$ cat config.mk
export PLATFORM = sky130hd
export DESIGN_NAME = scpad_dram_rd_seq_flat
export DESIGN_NICKNAME = d
export VERILOG_FILES = /design/src/rtl/scpad_pkg.sv /design/src/rtl/scpad_dram_rd_seq_if.sv /design/src/rtl/scpad_dram_rd_seq.sv /design/src/flat_wrapper.sv
export SDC_FILE = /design/constraint.sdc
export NUM_CORES = 1
export LEC_CHECK = 0
export CORE_MARGIN = 2
export CORE_UTILIZATION = 42
export CTS_CLUSTER_DIAMETER = 30
export DETAILED_ROUTE_END_ITERATION = 8
export HOLD_SLACK_MARGIN = 0.12
export PLACE_DENSITY = 0.8
export SLEW_MARGIN = 20
export SYNTH_ARGS = -nofsm -noshare
export SYNTH_HDL_FRONTEND = slang
export SYNTH_SLANG_ARGS = --single-unit
$ cat constraint.sdc
create_clock -name clk -period 3 [get_ports clk]
set_clock_uncertainty 0.1 [all_clocks]
set_input_delay 0.6 -clock clk [delete_from_list [all_inputs] [get_ports clk]]
set_output_delay 0.6 -clock clk [all_outputs]
set_load 0.02 [all_outputs]
$ cat src/rtl/scpad_pkg.sv
// scpad_pkg: shared widths, row-load command type and read-sequencer state encoding
package scpad_pkg;
    localparam int MAX_REQ_WIDTH          = 3;
    localparam int DRAM_VECTOR_MASK_LANES = 64;
    localparam int SPAD_ADDR_W            = 10;
    localparam int XBAR_W                 = 8;
    localparam int DRAM_ADDR_W            = 32;
    localparam int BEAT_BYTES_SHIFT       = 3;

    typedef struct packed {
        logic [DRAM_ADDR_W-1:0]   dram_addr;
        logic [SPAD_ADDR_W-1:0]   spad_addr;
        logic [XBAR_W-1:0]        xbar;
        logic [MAX_REQ_WIDTH-1:0] num_request;
    } dram_rd_cmd_t;

    typedef enum logic [1:0] {ST_IDLE, ST_ISSUE, ST_DRAIN, ST_WAIT_WR} dram_rd_seq_state_t;
endpackage

$ cat src/rtl/scpad_dram_rd_seq_if.sv
// scpad_dram_rd_seq_if: command, DRAM request/response and latch-side bundle of the read sequencer
interface scpad_dram_rd_seq_if
    import scpad_pkg::*;
#(
    parameter int ADDR_W = DRAM_ADDR_W,
    parameter int REQ_W  = MAX_REQ_WIDTH,
    parameter int BEAT_W = DRAM_VECTOR_MASK_LANES
);
    logic                   cmd_valid;
    logic                   cmd_ready;
    logic [ADDR_W-1:0]      cmd_dram_addr;
    logic [SPAD_ADDR_W-1:0] cmd_spad_addr;
    logic [XBAR_W-1:0]      cmd_xbar;
    logic [REQ_W-1:0]       cmd_num_request;
    logic                   dram_req_valid;
    logic                   dram_req_ready;
    logic [ADDR_W-1:0]      dram_req_addr;
    logic [REQ_W-1:0]       dram_req_id;
    logic                   dram_rsp_valid;
    logic [REQ_W-1:0]       dram_rsp_id;
    logic [BEAT_W-1:0]      dram_rsp_data;
    logic                   dram_res_valid;
    logic [REQ_W-1:0]       dram_id;
    logic [BEAT_W-1:0]      dram_rddata;
    logic [REQ_W-1:0]       num_request;
    logic [SPAD_ADDR_W-1:0] spad_addr;
    logic [XBAR_W-1:0]      xbar;
    logic                   row_written;
    logic                   busy;
    logic                   err;

    modport master (
        input  cmd_valid, cmd_dram_addr, cmd_spad_addr, cmd_xbar, cmd_num_request,
               dram_req_ready, dram_rsp_valid, dram_rsp_id, dram_rsp_data, row_written,
        output cmd_ready, dram_req_valid, dram_req_addr, dram_req_id,
               dram_res_valid, dram_id, dram_rddata, num_request, spad_addr, xbar, busy, err
    );

    modport slave (
        output cmd_valid, cmd_dram_addr, cmd_spad_addr, cmd_xbar, cmd_num_request,
               dram_req_ready, dram_rsp_valid, dram_rsp_id, dram_rsp_data, row_written,
        input  cmd_ready, dram_req_valid, dram_req_addr, dram_req_id,
               dram_res_valid, dram_id, dram_rddata, num_request, spad_addr, xbar, busy, err
    );
endinterface

$ cat src/rtl/scpad_dram_rd_seq.sv
// scpad_dram_rd_seq: splits a row load into DRAM read beats, tracks out-of-order returns
// and forwards each beat to the scratchpad write latch while holding the row descriptor
module scpad_dram_rd_seq
    import scpad_pkg::*;
#(
    parameter int ADDR_W     = DRAM_ADDR_W,
    parameter int REQ_W      = MAX_REQ_WIDTH,
    parameter int BEAT_W     = DRAM_VECTOR_MASK_LANES,
    parameter int BEAT_BYTES = 8
) (
    input logic clk,
    input logic rst,
    scpad_dram_rd_seq_if.master io
);
    localparam int SHIFT  = $clog2(BEAT_BYTES);
    localparam int NBEATS = 2 ** REQ_W;
    localparam logic [1:0] IDLE    = ST_IDLE;
    localparam logic [1:0] ISSUE   = ST_ISSUE;
    localparam logic [1:0] DRAIN   = ST_DRAIN;
    localparam logic [1:0] WAIT_WR = ST_WAIT_WR;

    logic [1:0]        state;
    logic [ADDR_W-1:0] base;
    logic [REQ_W-1:0]  issue_cnt;
    logic [REQ_W:0]    rsp_cnt;
    logic [NBEATS-1:0] outstanding, set_mask, clr_mask;
    logic              req_fire, rsp_ok, rsp_bad;

    // a response is only legal for an ID issued earlier in this row and not yet returned
    always_comb begin
        req_fire = state == ISSUE && io.dram_req_ready;
        rsp_ok   = io.dram_rsp_valid && (state == ISSUE || state == DRAIN) && outstanding[io.dram_rsp_id];
        rsp_bad  = io.dram_rsp_valid && !rsp_ok;
        set_mask = req_fire ? NBEATS'(1) << issue_cnt : '0;
        clr_mask = rsp_ok ? NBEATS'(1) << io.dram_rsp_id : '0;
    end

    assign io.cmd_ready      = state == IDLE;
    assign io.busy           = state != IDLE;
    assign io.dram_req_valid = state == ISSUE;
    assign io.dram_req_id    = issue_cnt;
    assign io.dram_req_addr  = base + (ADDR_W'(issue_cnt) << SHIFT);

    always_ff @(posedge clk) begin
        if (rst) begin
            state             <= IDLE;
            base              <= '0;
            issue_cnt         <= '0;
            rsp_cnt           <= '0;
            outstanding       <= '0;
            io.dram_res_valid <= 1'b0;
            io.dram_id        <= '0;
            io.dram_rddata    <= '0;
            io.num_request    <= '0;
            io.spad_addr      <= '0;
            io.xbar           <= '0;
            io.err            <= 1'b0;
        end else begin
            io.dram_res_valid <= rsp_ok;
            if (rsp_ok) begin
                io.dram_id     <= io.dram_rsp_id;
                io.dram_rddata <= io.dram_rsp_data;
                rsp_cnt        <= rsp_cnt + (REQ_W+1)'(1);
            end
            if (rsp_bad) io.err <= 1'b1;
            if (req_fire) issue_cnt <= issue_cnt + REQ_W'(1);
            outstanding <= (outstanding | set_mask) & ~clr_mask;
            case (state)
                IDLE: if (io.cmd_valid) begin
                    state          <= ISSUE;
                    base           <= io.cmd_dram_addr;
                    io.num_request <= io.cmd_num_request;
                    io.spad_addr   <= io.cmd_spad_addr;
                    io.xbar        <= io.cmd_xbar;
                    issue_cnt      <= '0;
                    rsp_cnt        <= '0;
                    outstanding    <= '0;
                end
                ISSUE:   if (req_fire && issue_cnt == io.num_request) state <= DRAIN;
                DRAIN:   if (rsp_cnt == (REQ_W+1)'(io.num_request) + (REQ_W+1)'(1)) state <= WAIT_WR;
                WAIT_WR: if (io.row_written) state <= IDLE;
                default: state <= IDLE;
            endcase
        end
    end
endmodule

$ cat src/flat_wrapper.sv
// flat-port wrapper written by rule: the top's interface ports become plain ports
module scpad_dram_rd_seq_flat import scpad_pkg::*;
#(
    parameter int ADDR_W     = DRAM_ADDR_W,
    parameter int REQ_W      = MAX_REQ_WIDTH,
    parameter int BEAT_W     = DRAM_VECTOR_MASK_LANES,
    parameter int BEAT_BYTES = 8
)
  (clk, rst, io_cmd_valid, io_cmd_dram_addr, io_cmd_spad_addr, io_cmd_xbar, io_cmd_num_request, io_dram_req_ready, io_dram_rsp_valid, io_dram_rsp_id, io_dram_rsp_data, io_row_written, io_cmd_ready, io_dram_req_valid, io_dram_req_addr, io_dram_req_id, io_dram_res_valid, io_dram_id, io_dram_rddata, io_num_request, io_spad_addr, io_xbar, io_busy, io_err);
  scpad_dram_rd_seq_if #(.ADDR_W(ADDR_W), .REQ_W(REQ_W), .BEAT_W(BEAT_W)) io_i ();
  input logic clk;
  input logic rst;
  input wire logic [$bits(io_i.cmd_valid)-1:0] io_cmd_valid;
  input wire logic [$bits(io_i.cmd_dram_addr)-1:0] io_cmd_dram_addr;
  input wire logic [$bits(io_i.cmd_spad_addr)-1:0] io_cmd_spad_addr;
  input wire logic [$bits(io_i.cmd_xbar)-1:0] io_cmd_xbar;
  input wire logic [$bits(io_i.cmd_num_request)-1:0] io_cmd_num_request;
  input wire logic [$bits(io_i.dram_req_ready)-1:0] io_dram_req_ready;
  input wire logic [$bits(io_i.dram_rsp_valid)-1:0] io_dram_rsp_valid;
  input wire logic [$bits(io_i.dram_rsp_id)-1:0] io_dram_rsp_id;
  input wire logic [$bits(io_i.dram_rsp_data)-1:0] io_dram_rsp_data;
  input wire logic [$bits(io_i.row_written)-1:0] io_row_written;
  output wire logic [$bits(io_i.cmd_ready)-1:0] io_cmd_ready;
  output wire logic [$bits(io_i.dram_req_valid)-1:0] io_dram_req_valid;
  output wire logic [$bits(io_i.dram_req_addr)-1:0] io_dram_req_addr;
  output wire logic [$bits(io_i.dram_req_id)-1:0] io_dram_req_id;
  output wire logic [$bits(io_i.dram_res_valid)-1:0] io_dram_res_valid;
  output wire logic [$bits(io_i.dram_id)-1:0] io_dram_id;
  output wire logic [$bits(io_i.dram_rddata)-1:0] io_dram_rddata;
  output wire logic [$bits(io_i.num_request)-1:0] io_num_request;
  output wire logic [$bits(io_i.spad_addr)-1:0] io_spad_addr;
  output wire logic [$bits(io_i.xbar)-1:0] io_xbar;
  output wire logic [$bits(io_i.busy)-1:0] io_busy;
  output wire logic [$bits(io_i.err)-1:0] io_err;
  assign io_i.cmd_valid = io_cmd_valid;
  assign io_i.cmd_dram_addr = io_cmd_dram_addr;
  assign io_i.cmd_spad_addr = io_cmd_spad_addr;
  assign io_i.cmd_xbar = io_cmd_xbar;
  assign io_i.cmd_num_request = io_cmd_num_request;
  assign io_i.dram_req_ready = io_dram_req_ready;
  assign io_i.dram_rsp_valid = io_dram_rsp_valid;
  assign io_i.dram_rsp_id = io_dram_rsp_id;
  assign io_i.dram_rsp_data = io_dram_rsp_data;
  assign io_i.row_written = io_row_written;
  assign io_cmd_ready = io_i.cmd_ready;
  assign io_dram_req_valid = io_i.dram_req_valid;
  assign io_dram_req_addr = io_i.dram_req_addr;
  assign io_dram_req_id = io_i.dram_req_id;
  assign io_dram_res_valid = io_i.dram_res_valid;
  assign io_dram_id = io_i.dram_id;
  assign io_dram_rddata = io_i.dram_rddata;
  assign io_num_request = io_i.num_request;
  assign io_spad_addr = io_i.spad_addr;
  assign io_xbar = io_i.xbar;
  assign io_busy = io_i.busy;
  assign io_err = io_i.err;
  scpad_dram_rd_seq #(.ADDR_W(ADDR_W), .REQ_W(REQ_W), .BEAT_W(BEAT_W), .BEAT_BYTES(BEAT_BYTES)) u_core (.clk(clk), .rst(rst), .io(io_i));
endmodule
==> flow_metrics.env, run 1 <==
export IMPL_p_leak_nw=3.461
export IMPL_met1_length_um=7050
export IMPL_finalCriticalPeriod_ns=3.090
export IMPL_drt_iter0_markers=284
export IMPL_grt_overflow_total=0
export IMPL_fin_cells=1167
export IMPL_grt_pass1_vias=5326
export IMPL_clk_path_buf_depth=2
export IMPL_hold_viol_final=0
export IMPL_die_area_um2=14750
export IMPL_slew_headroom=0.5674
export IMPL_required_ns=2.30
export IMPL_rsz0062_at_grt="yes"
export IMPL_power_per_cell_area_nw_per_um2=662.9
export IMPL_seq_power_share=0.368
export IMPL_numCtsBuffers=17
export IMPL_pre_cts_slack_ns=-0.2588
export IMPL_critPathLaunch="u_core.base[3]"
export IMPL_fp_dieH_um=121.4
export IMPL_drt_pass1_iterations=4
export IMPL_start_kind="register"
export IMPL_grt_pass1_wl_um=25460
export IMPL_num_rows=42
export IMPL_finalSetupViolations=7
export IMPL_vias=5703
export IMPL_synth_seq_cells=139
export IMPL_cts_root_buf="clkbuf_16"
export IMPL_critPathMaxFanout=6
export IMPL_hp_start="u_core.io.dram_id[0]"
export IMPL_wirelength_um=16410
export IMPL_clk_pin_slew_ns=0.06
export IMPL_fin_nets=1122
export IMPL_fin_crit_sh=1.030
export IMPL_syn_cell_area_um2=5793
export IMPL_grt_antenna_before_repair=0
export IMPL_ant_nets=0
export IMPL_r2r_start="u_core.state[0]"
export IMPL_finalSetupTns_ns=-0.3426
export IMPL_drive_gt1_frac=0.1049
export IMPL_place_inst=1131
export IMPL_remaining_drc_errors=0
export IMPL_p_sw_w=0.001950
export IMPL_grt_total_usage=0.2174
export IMPL_post_dp_hpwl_um=11340
export IMPL_cts_tree="done"
export IMPL_p_comb_frac=0.310
export IMPL_gp_congestion=0.8438
export IMPL_fp_coreArea_um2=13350
export IMPL_route_met2_wl_um=7877
export IMPL_worstSetupPathType="register to output port"
export IMPL_fin_util=0.6876
export IMPL_wl_met3_um=1088
export IMPL_cts_hold_buffers=0
export IMPL_yosysSeqAreaShare=0.4803
export IMPL_crit_arrival_ns=2.39
export IMPL_synth_nets=868
export IMPL_die_w_um=121.4
export IMPL_portBuffers=253
export IMPL_holdCritPathClass="register to register"
export IMPL_swShare=0.3206
export IMPL_mostFrequentLayoutCell="nand2_1"
export IMPL_clk_latency_ns=0.41
export IMPL_status="finished, violations left"
export IMPL_synthesis_instances=725
export IMPL_ys_async_sr_fraction=0
export IMPL_grt_max_degree=108
export IMPL_area_delta_synth_final_pct=58.42
export IMPL_cts_sinks=139
export IMPL_ys_flop_type="dfxtp_1"
export IMPL_syn_avg_cell_area_um2=7.990
export IMPL_clkPwrFrac=0.322
export IMPL_initial_utilization=0.4340
export IMPL_ir_drop_mv=0.4121
export IMPL_ios=254
export IMPL_top_layer="met4"
export IMPL_cts_max_level=4
export IMPL_wl_per_cell_um=14.06
export IMPL_diodes=0
export IMPL_ys_types=38
export IMPL_worst_hold_slack_ns=0.3512
export IMPL_fmax_mhz=323.6
export IMPL_yosys_warnings=0
export IMPL_violations="setup timing"
export IMPL_drv_cap=0
export IMPL_tightest_slew_ns=0.6488
export IMPL_mostFrequentLayoutCells="254 x nand2_1, 225 x clkdlybuf4s50_1, 137 x dfxtp_1, 134 x a21oi_1, 32 x buf_4"
export IMPL_drv_slew=0
export IMPL_worstSetupEndpointType="output port"
export IMPL_worst_slack_ns=-0.09041
export IMPL_intPower_w=0.004134
export IMPL_synth_edf_count=0
export IMPL_vias_per_cell=4.887
-- cell families (layout without fill, tap and decap cells) --
kind of cell    after synthesis  after routing  synth area share
buf+inv                      58            324           0.04924
compound gates              156            156            0.1454
fa+ha+maj                    17             17           0.03801
mux                           4              4          0.006912
simple gates                314            314            0.2242
flops                       139            139            0.4803
xor+xnor                     37             37           0.05594
-- final cells by class --
| cell class | instances | area (um^2) |
|---|---|---|
| Clock buffer | 23 | 488.0 |
| Multi-Input combinational cell | 528 | 2844 |
| Fill cell | 1139 | 4170 |
| Tap cell | 176 | 220.2 |
| Sequential cell | 139 | 2785 |
| Timing Repair Buffer | 282 | 2731 |
| Clock inverter | 8 | 67.56 |
| Inverter | 11 | 41.29 |
-- power by group through the flow --
stage          Combinational (W)  Clock [W]  Sequential, W
2_1_floorplan           0.000903          0        0.00242
3_3_place_gp             0.00190          0        0.00226
3_5_place_dp             0.00192          0        0.00227
4_1_cts                  0.00190    0.00200        0.00223
5_1_grt                  0.00205    0.00208        0.00227
6_report                 0.00189    0.00196        0.00224
-- state kept, by name, indices dropped and copies added, names as in the netlist --
name                      count
u_core.io.dram_id             3
u_core.base                  32
u_core.io.dram_res_valid      1
u_core.rsp_cnt                4
u_core.outstanding            8
u_core.io.dram_rddata        64
u_core.io.xbar                8
u_core.state                  2
u_core.io.num_request         3
u_core.io.dram_req_id         3
u_core.io.spad_addr          10
u_core.io.err                 1
-- what timing repair did --
action                                  4_1_cts  5_1_grt
resized for setup                            81       33
gates cloned                                  0        0
setup buffers                                 2        3
endpoints found under the setup margin       26       19
pin swaps                                     5        7
-- layer usage --
layer,vias to the layer above,global-route usage
met5,-,0
met4,0,0.09914
met3,25,0.06532
met2,186,0.3546
met1,2593,0.2635
li1,2899,-
-- worst max-delay path: stages, from the launching register on --
cell and delay, ns:
dfxtp_2 0.35, ha_4 0.14, inv_2 0.04, fa_2 0.39, nor2b_4 0.17, o2111ai_4 0.17, nor2_4 0.14, buf_6 0.13
nand4_1 0.13, xnor2_2 0.17, buf_4 0.15
-- path summary, 6_finish.rpt --
check / to / slack, ns / cells after the start
hold reg to reg: u_core.io.dram_id[0] / 0.35 / 2
hold / removal: u_core.io.dram_id[0] / 0.35 / 2
setup / recovery: io_dram_req_addr[21] / -0.09 / 10
setup reg to reg: u_core.io.dram_rddata[32] / 0.87 / 8
-- per-stage QoR --
| stage | area (um^2) | total power (W) |
|---|---|---|
| floorplan | 5838 | 0.003322 |
| global placement | 8584 | 0.004165 |
| detailed placement | 8584 | 0.004196 |
| CTS | 9140 | 0.006134 |
| global route | 9178 | 0.006402 |
| finish | 9178 | 0.006084 |
-- synthesized netlist by cell type, types with 5 or more instances --
| master | count | area, um^2 |
|---|---|---|
| inv_1 | 11 | 41.29 |
| buf_4 | 9 | 67.56 |
| nand2_1 | 255 | 957.2 |
| clkbuf_1 | 25 | 93.84 |
| nand4_1 | 7 | 43.79 |
| nand3_1 | 13 | 65.06 |
| and2_1 | 5 | 31.28 |
| and3_1 | 5 | 31.28 |
| xor2_1 | 7 | 61.31 |
| xnor2_1 | 30 | 262.8 |
| nor2_1 | 15 | 56.30 |
| ha_1 | 16 | 200.2 |
| buf_2 | 9 | 45.04 |
| dfxtp_1 | 139 | 2783 |
| a21oi_1 | 135 | 675.7 |
Power figures use the tool's default switching activity.
==> inputs of run 2 (changes only) <==
Settings changed: SLEW_MARGIN 20 to 10.
Clock period 3 ns to 3.2 ns, I/O delays scaled along.
==> flow_metrics.env, run 2 (same netlist as run 1, synthesis figures left out) <==
export IMPL_status="complete, no violations"
export IMPL_ios=254
export IMPL_grt_antenna_before_repair=0
export IMPL_mostFrequentLayoutCells="255 x nand2_1, 227 x clkdlybuf4s50_1, 137 x dfxtp_1, 135 x a21oi_1, 30 x xnor2_1"
export IMPL_clkPwrFrac=0.361
export IMPL_vias=5670
export IMPL_post_dp_hpwl_um=11840
export IMPL_grt_total_usage=0.2237
export IMPL_cts_hold_buffers=0
export IMPL_critPathLaunch="u_core.base[3]"
export IMPL_drt_iter0_markers=336
export IMPL_r2r_start="u_core.state[0]"
export IMPL_wirelength_um=16720
export IMPL_clk_latency_ns=0.41
export IMPL_numCtsBuffers=17
export IMPL_r2r_cells=8
export IMPL_drv_cap=0
export IMPL_cts_max_level=4
export IMPL_cts_tree="done"
export IMPL_postLayoutCellArea_um2=9136
export IMPL_tightest_slew_ns=0.6205
export IMPL_rrSetupSlack_ns=1.01
export IMPL_pre_cts_slack_ns=-0.006124
export IMPL_die_area_um2=14750
export IMPL_drv_slew=0
export IMPL_critPathMaxFanout=7
export IMPL_ir_drop_mv=0.4513
export IMPL_worstSetupPathType="register to output port"
export IMPL_ant_nets=0
export IMPL_gp_congestion=0.7760
export IMPL_p_leak_nw=3.423
export IMPL_finalSetupViolations=0
export IMPL_area_delta_synth_final_pct=57.71
export IMPL_drt_pass1_iterations=4
export IMPL_fin_crit_sh=0.9677
export IMPL_fillers=1148
export IMPL_vias_per_cell=4.884
export IMPL_swShare=0.3096
export IMPL_grt_max_degree=67
export IMPL_clk_path_buf_depth=2
export IMPL_holdCritPathClass="register to register"
export IMPL_intPower_w=0.004128
export IMPL_r2r_end="u_core.io.dram_rddata[13]"
export IMPL_reg_top3="u_core.io.dram_rddata x64, u_core.base x32, u_core.io.spad_addr x10"
export IMPL_initial_utilization=0.4340
export IMPL_die_w_um=121.4
export IMPL_remaining_drc_errors=0
export IMPL_placed_cell_area_um2=8489
export IMPL_top_register="u_core.io.dram_rddata"
export IMPL_cts_sinks=139
export IMPL_p_comb_frac=0.287
export IMPL_wl_per_cell_um=14.40
export IMPL_start_kind="register"
export IMPL_grt_pass1_wl_um=26320
export IMPL_rsz0062_at_grt="yes"
export IMPL_worst_hold_slack_ns=0.3523
export IMPL_cts_root_buf="clkbuf_16"
export IMPL_portBuffers=253
export IMPL_worst_slack_ns=0.1033
export IMPL_grt_overflow_total=0
export IMPL_largest_reg_flops=64
export IMPL_drive_gt1_frac=0.08426
export IMPL_seq_power_share=0.353
export IMPL_fp_coreArea_um2=13350
export IMPL_fp_dieH_um=121.4
export IMPL_total_power_w=0.005979
export IMPL_diodes=0
export IMPL_crit_end="io_dram_req_addr[31]"
export IMPL_fin_nets=1115
export IMPL_mostFrequentLayoutCell="nand2_1"
export IMPL_hold_viol_final=0
export IMPL_crit_arrival_ns=2.36
export IMPL_finalCriticalPeriod_ns=3.097
export IMPL_num_rows=42
export IMPL_clk_pin_slew_ns=0.06
export IMPL_grt_pass1_vias=5416
export IMPL_slew_headroom=0.5863
export IMPL_fmax_mhz=322.9
export IMPL_worstSetupEndpointType="output port"
export IMPL_power_per_cell_area_nw_per_um2=654.4
export IMPL_p_sw_w=0.001851
export IMPL_required_ns=2.46
## run 2: cell count changes in the layout (fill, tap and decap cells not counted), moves of 3 or more
cell,before,now
buf_6,3,0
bufinv_16,1,4
buf_4,32,23
xnor2_2,6,0
clkinv_2,6,1
xnor2_1,24,30
clkbuf_2,6,2
buf_2,4,8
## run 2: through the flow
step | TNS, ns | util | std cells
finish | 0 | 0.6845 | 1161
global placement | 0 | 0.6360 | 1128
global route | -0.05962 | 0.6845 | 1161
CTS | -0.1442 | 0.6812 | 1160
floorplan | 0 | - | 725
detailed placement | -0.009433 | 0.6360 | 1128
## run 2: metal layers
layer | track usage | vias to the layer above | part of all wire
met4 | 0.1078 | 0 | 0.032
met3 | 0.06814 | 37 | 0.070
met1 | 0.2568 | 2577 | 0.42
met5 | 0 | - | 0
li1 | - | 2872 | -
met2 | 0.3785 | 184 | 0.48
## run 2: power groups by stage
stage / combinational, W / clock, W / sequential (W)
2_1_floorplan: 0.000839 / 0 / 0.00226
3_3_place_gp: 0.00174 / 0 / 0.00213
3_5_place_dp: 0.00175 / 0 / 0.00214
4_1_cts: 0.00172 / 0.00219 / 0.00210
5_1_grt: 0.00186 / 0.00227 / 0.00214
6_report: 0.00171 / 0.00216 / 0.00211
## run 2: critical path, stage by stage, from the launching register on
cell	delay, ns
dfxtp_2	0.35
ha_4	0.14
inv_2	0.04
fa_2	0.38
nor2b_4	0.14
o2111ai_2	0.16
nor2_1	0.14
buf_4	0.16
nand4_1	0.11
xnor2_1	0.15
buf_2	0.18
## run 2: how the worst min path moves through the flow
stage,slack [ns],to,from,cells past startpoint
after global routing,0.37,u_core.io.dram_rddata[1],u_core.io.dram_rddata[1],2
after global placement,0.34,u_core.io.dram_rddata[32],u_core.io.dram_rddata[32],2
after floorplan,0.34,u_core.base[0],u_core.base[0],2
after detailed placement,0.35,u_core.io.dram_rddata[27],u_core.io.dram_rddata[27],2
after CTS,0.35,u_core.io.spad_addr[7],u_core.io.spad_addr[7],2
final,0.35,u_core.io.dram_rddata[62],u_core.io.dram_rddata[62],2
## run 2: cell type report
class / count / area (um^2) / area share
multi-input cells: 528 / 2764 / 0.3025
inverters: 11 / 41.29 / 0.004519
clock inverters: 9 / 157.7 / 0.01726
clock buffers: 23 / 508.0 / 0.05560
flip-flops and latches: 139 / 2785 / 0.3048
repair buffers: 275 / 2660 / 0.2912
well taps: 176 / 220.2 / 0.02410
## run 2: timing repair
| item | CTS | global route |
|---|---|---|
| pin swaps | 0 | 6 |
| buffers inserted | 0 | 1 |
| resized for setup | 64 | 21 |
| setup endpoints to repair | 23 | 18 |
| gates cloned | 0 | 0 |
==> inputs of run 3 (changes only) <==
Settings changed: CORE_UTILIZATION 42 to 41, PLACE_DENSITY 0.8 to 0.78.
==> flow_metrics.env, run 3 (same netlist as run 1, synthesis figures left out) <==
export IMPL_holdCritPathClass="register to register"
export IMPL_finalSetupViolations=0
export IMPL_finalCriticalPeriod_ns=3.094
export IMPL_ios=254
export IMPL_tightest_slew_ns=0.5883
export IMPL_power_per_cell_area_nw_per_um2=634.6
export IMPL_p_leak_nw=3.385
export IMPL_worstSetupPathType="register to output port"
export IMPL_cts_hold_buffers=0
export IMPL_largest_reg_flops=64
export IMPL_drv_slew=0
export IMPL_gp_congestion=0.8443
export IMPL_mostFrequentLayoutCell="nand2_1"
export IMPL_grt_total_usage=0.2125
export IMPL_cts_max_level=4
export IMPL_clkPwrFrac=0.338
export IMPL_drt_pass1_iterations=4
export IMPL_cts_tree="done"
export IMPL_fillers=1170
export IMPL_fin_nets=1116
export IMPL_critPathMaxFanout=7
export IMPL_start_kind="register"
export IMPL_rsz0062_at_grt="yes"
export IMPL_remaining_drc_errors=0
export IMPL_grt_antenna_before_repair=0
export IMPL_vias_per_cell=4.798
export IMPL_required_ns=2.46
export IMPL_fmax_mhz=323.3
export IMPL_cts_sinks=139
export IMPL_finalSetupTns_ns=0
export IMPL_seq_power_share=0.365
export IMPL_diodes=0
export IMPL_num_rows=43
export IMPL_p_comb_frac=0.297
export IMPL_hold_viol_final=0
export IMPL_p_sw_w=0.001842
export IMPL_post_dp_hpwl_um=11860
export IMPL_wirelength_um=16570
export IMPL_worstSetupEndpointType="output port"
export IMPL_slew_headroom=0.6078
export IMPL_grt_pass1_wl_um=25300
export IMPL_die_w_um=122.9
export IMPL_intPower_w=0.003935
export IMPL_fp_dieH_um=122.9
export IMPL_drt_iter0_markers=220
export IMPL_vias=5594
export IMPL_status="complete, no violations"
export IMPL_grt_max_degree=125
export IMPL_numCtsBuffers=17
export IMPL_reg_top3="u_core.io.dram_rddata x64, u_core.base x32, u_core.io.spad_addr x10"
export IMPL_cts_root_buf="clkbuf_16"
export IMPL_ir_drop_mv=0.3382
export IMPL_worstHoldPathCells=2
export IMPL_seqCellArea_um2=2785
export IMPL_initial_utilization=0.4190
export IMPL_drv_cap=0
export IMPL_die_area_um2=15100
export IMPL_postLayoutCellArea_um2=9104
export IMPL_swShare=0.3189
export IMPL_clk_path_buf_depth=2
export IMPL_clk_latency_ns=0.40
export IMPL_multi_input_area_um2=2789
export IMPL_fin_crit_sh=0.9667
export IMPL_fp_coreArea_um2=13830
export IMPL_placed_cell_area_um2=8514
export IMPL_total_power_w=0.005777
export IMPL_grt_pass1_vias=5236
export IMPL_mostFrequentLayoutCells="255 x nand2_1, 226 x clkdlybuf4s50_1, 137 x dfxtp_1, 135 x a21oi_1, 29 x xnor2_1"
export IMPL_drive_gt1_frac=0.09026
export IMPL_top_register="u_core.io.dram_rddata"
export IMPL_area_delta_synth_final_pct=57.15
export IMPL_wl_per_cell_um=14.21
export IMPL_portBuffers=253
export IMPL_pre_cts_slack_ns=-0.07909
export IMPL_clk_pin_slew_ns=0.06
export IMPL_place_inst=1133
export IMPL_r2r_cells=8
export IMPL_grt_overflow_total=0
export IMPL_fin_cells=1166
export IMPL_ant_nets=0
export IMPL_crit_arrival_ns=2.35
export IMPL_worst_slack_ns=0.1064
run 3: cell count changes in the layout (fill, tap and decap cells not counted), moves of 2 or more:
cell and delta:
bufinv_16 -2, clkbuf_1 +2, clkdlybuf4s15_1 -3, clkinvlp_4 +2
clkbuf_8 -2, clkbuf_2 +4
run 3: power by group through the flow:
stage | sequential, W | clock [W] | combinational, W
4_1_cts | 0.00210 | 0.00200 | 0.00173
6_report | 0.00211 | 0.00195 | 0.00172
3_3_place_gp | 0.00213 | 0 | 0.00175
2_1_floorplan | 0.00226 | 0 | 0.000839
5_1_grt | 0.00213 | 0.00207 | 0.00186
3_5_place_dp | 0.00214 | 0 | 0.00176
run 3: final cells by class:
| type | count | area share |
|---|---|---|
| Clock buffer | 23 | 0.05360 |
| Clock inverter | 9 | 0.01237 |
| Inverter | 11 | 0.004535 |
| Multi-Input combinational cell | 528 | 0.3063 |
| Sequential cell | 139 | 0.3059 |
| Tap cell | 180 | 0.02474 |
| Timing Repair Buffer | 276 | 0.2925 |
run 3: metrics by stage:
stage / util / hold slack, ns
2_1_floorplan: - / 0.3367
3_3_place_gp: 0.6158 / 0.3410
3_5_place_dp: 0.6158 / 0.3455
4_1_cts: 0.6570 / 0.3533
5_1_grt: 0.6584 / 0.3713
6_report: 0.6584 / 0.3513
run 3: repair_timing:
action,CTS,global route
buffers inserted,0,1
setup endpoints to repair,25,20
pin swaps,0,5
gates resized for setup,59,34
run 3: worst max-delay path, cell delays in order, from the launching register on:
cell and delay [ns]:
dfxtp_2 0.35, ha_4 0.14, inv_2 0.03, fa_2 0.36, nor2b_4 0.16, o2111ai_2 0.12, nor2_1 0.13, buf_4 0.19
nand4_1 0.12, xnor2_1 0.19, buf_4 0.16
run 3: per-layer routing:
metal | vias to the layer above | GRT usage | wire, um
li1 | 2878 | - | -
met1 | 2515 | 0.2526 | 7065
met2 | 172 | 0.3529 | 7842
met3 | 29 | 0.06645 | 1272
met4 | 0 | 0.09052 | 393
met5 | - | 0 | 0
run 3: worst paths after layout:
| kind | from | to | slack [ns] |
|---|---|---|---|
| setup / recovery | u_core.base[3] | io_dram_req_addr[21] | 0.11 |
| hold reg to reg | u_core.io.xbar[5] | u_core.io.xbar[5] | 0.35 |
| hold / removal | u_core.io.xbar[5] | u_core.io.xbar[5] | 0.35 |
| setup reg to reg | u_core.state[0] | u_core.io.dram_rddata[37] | 1.01 |
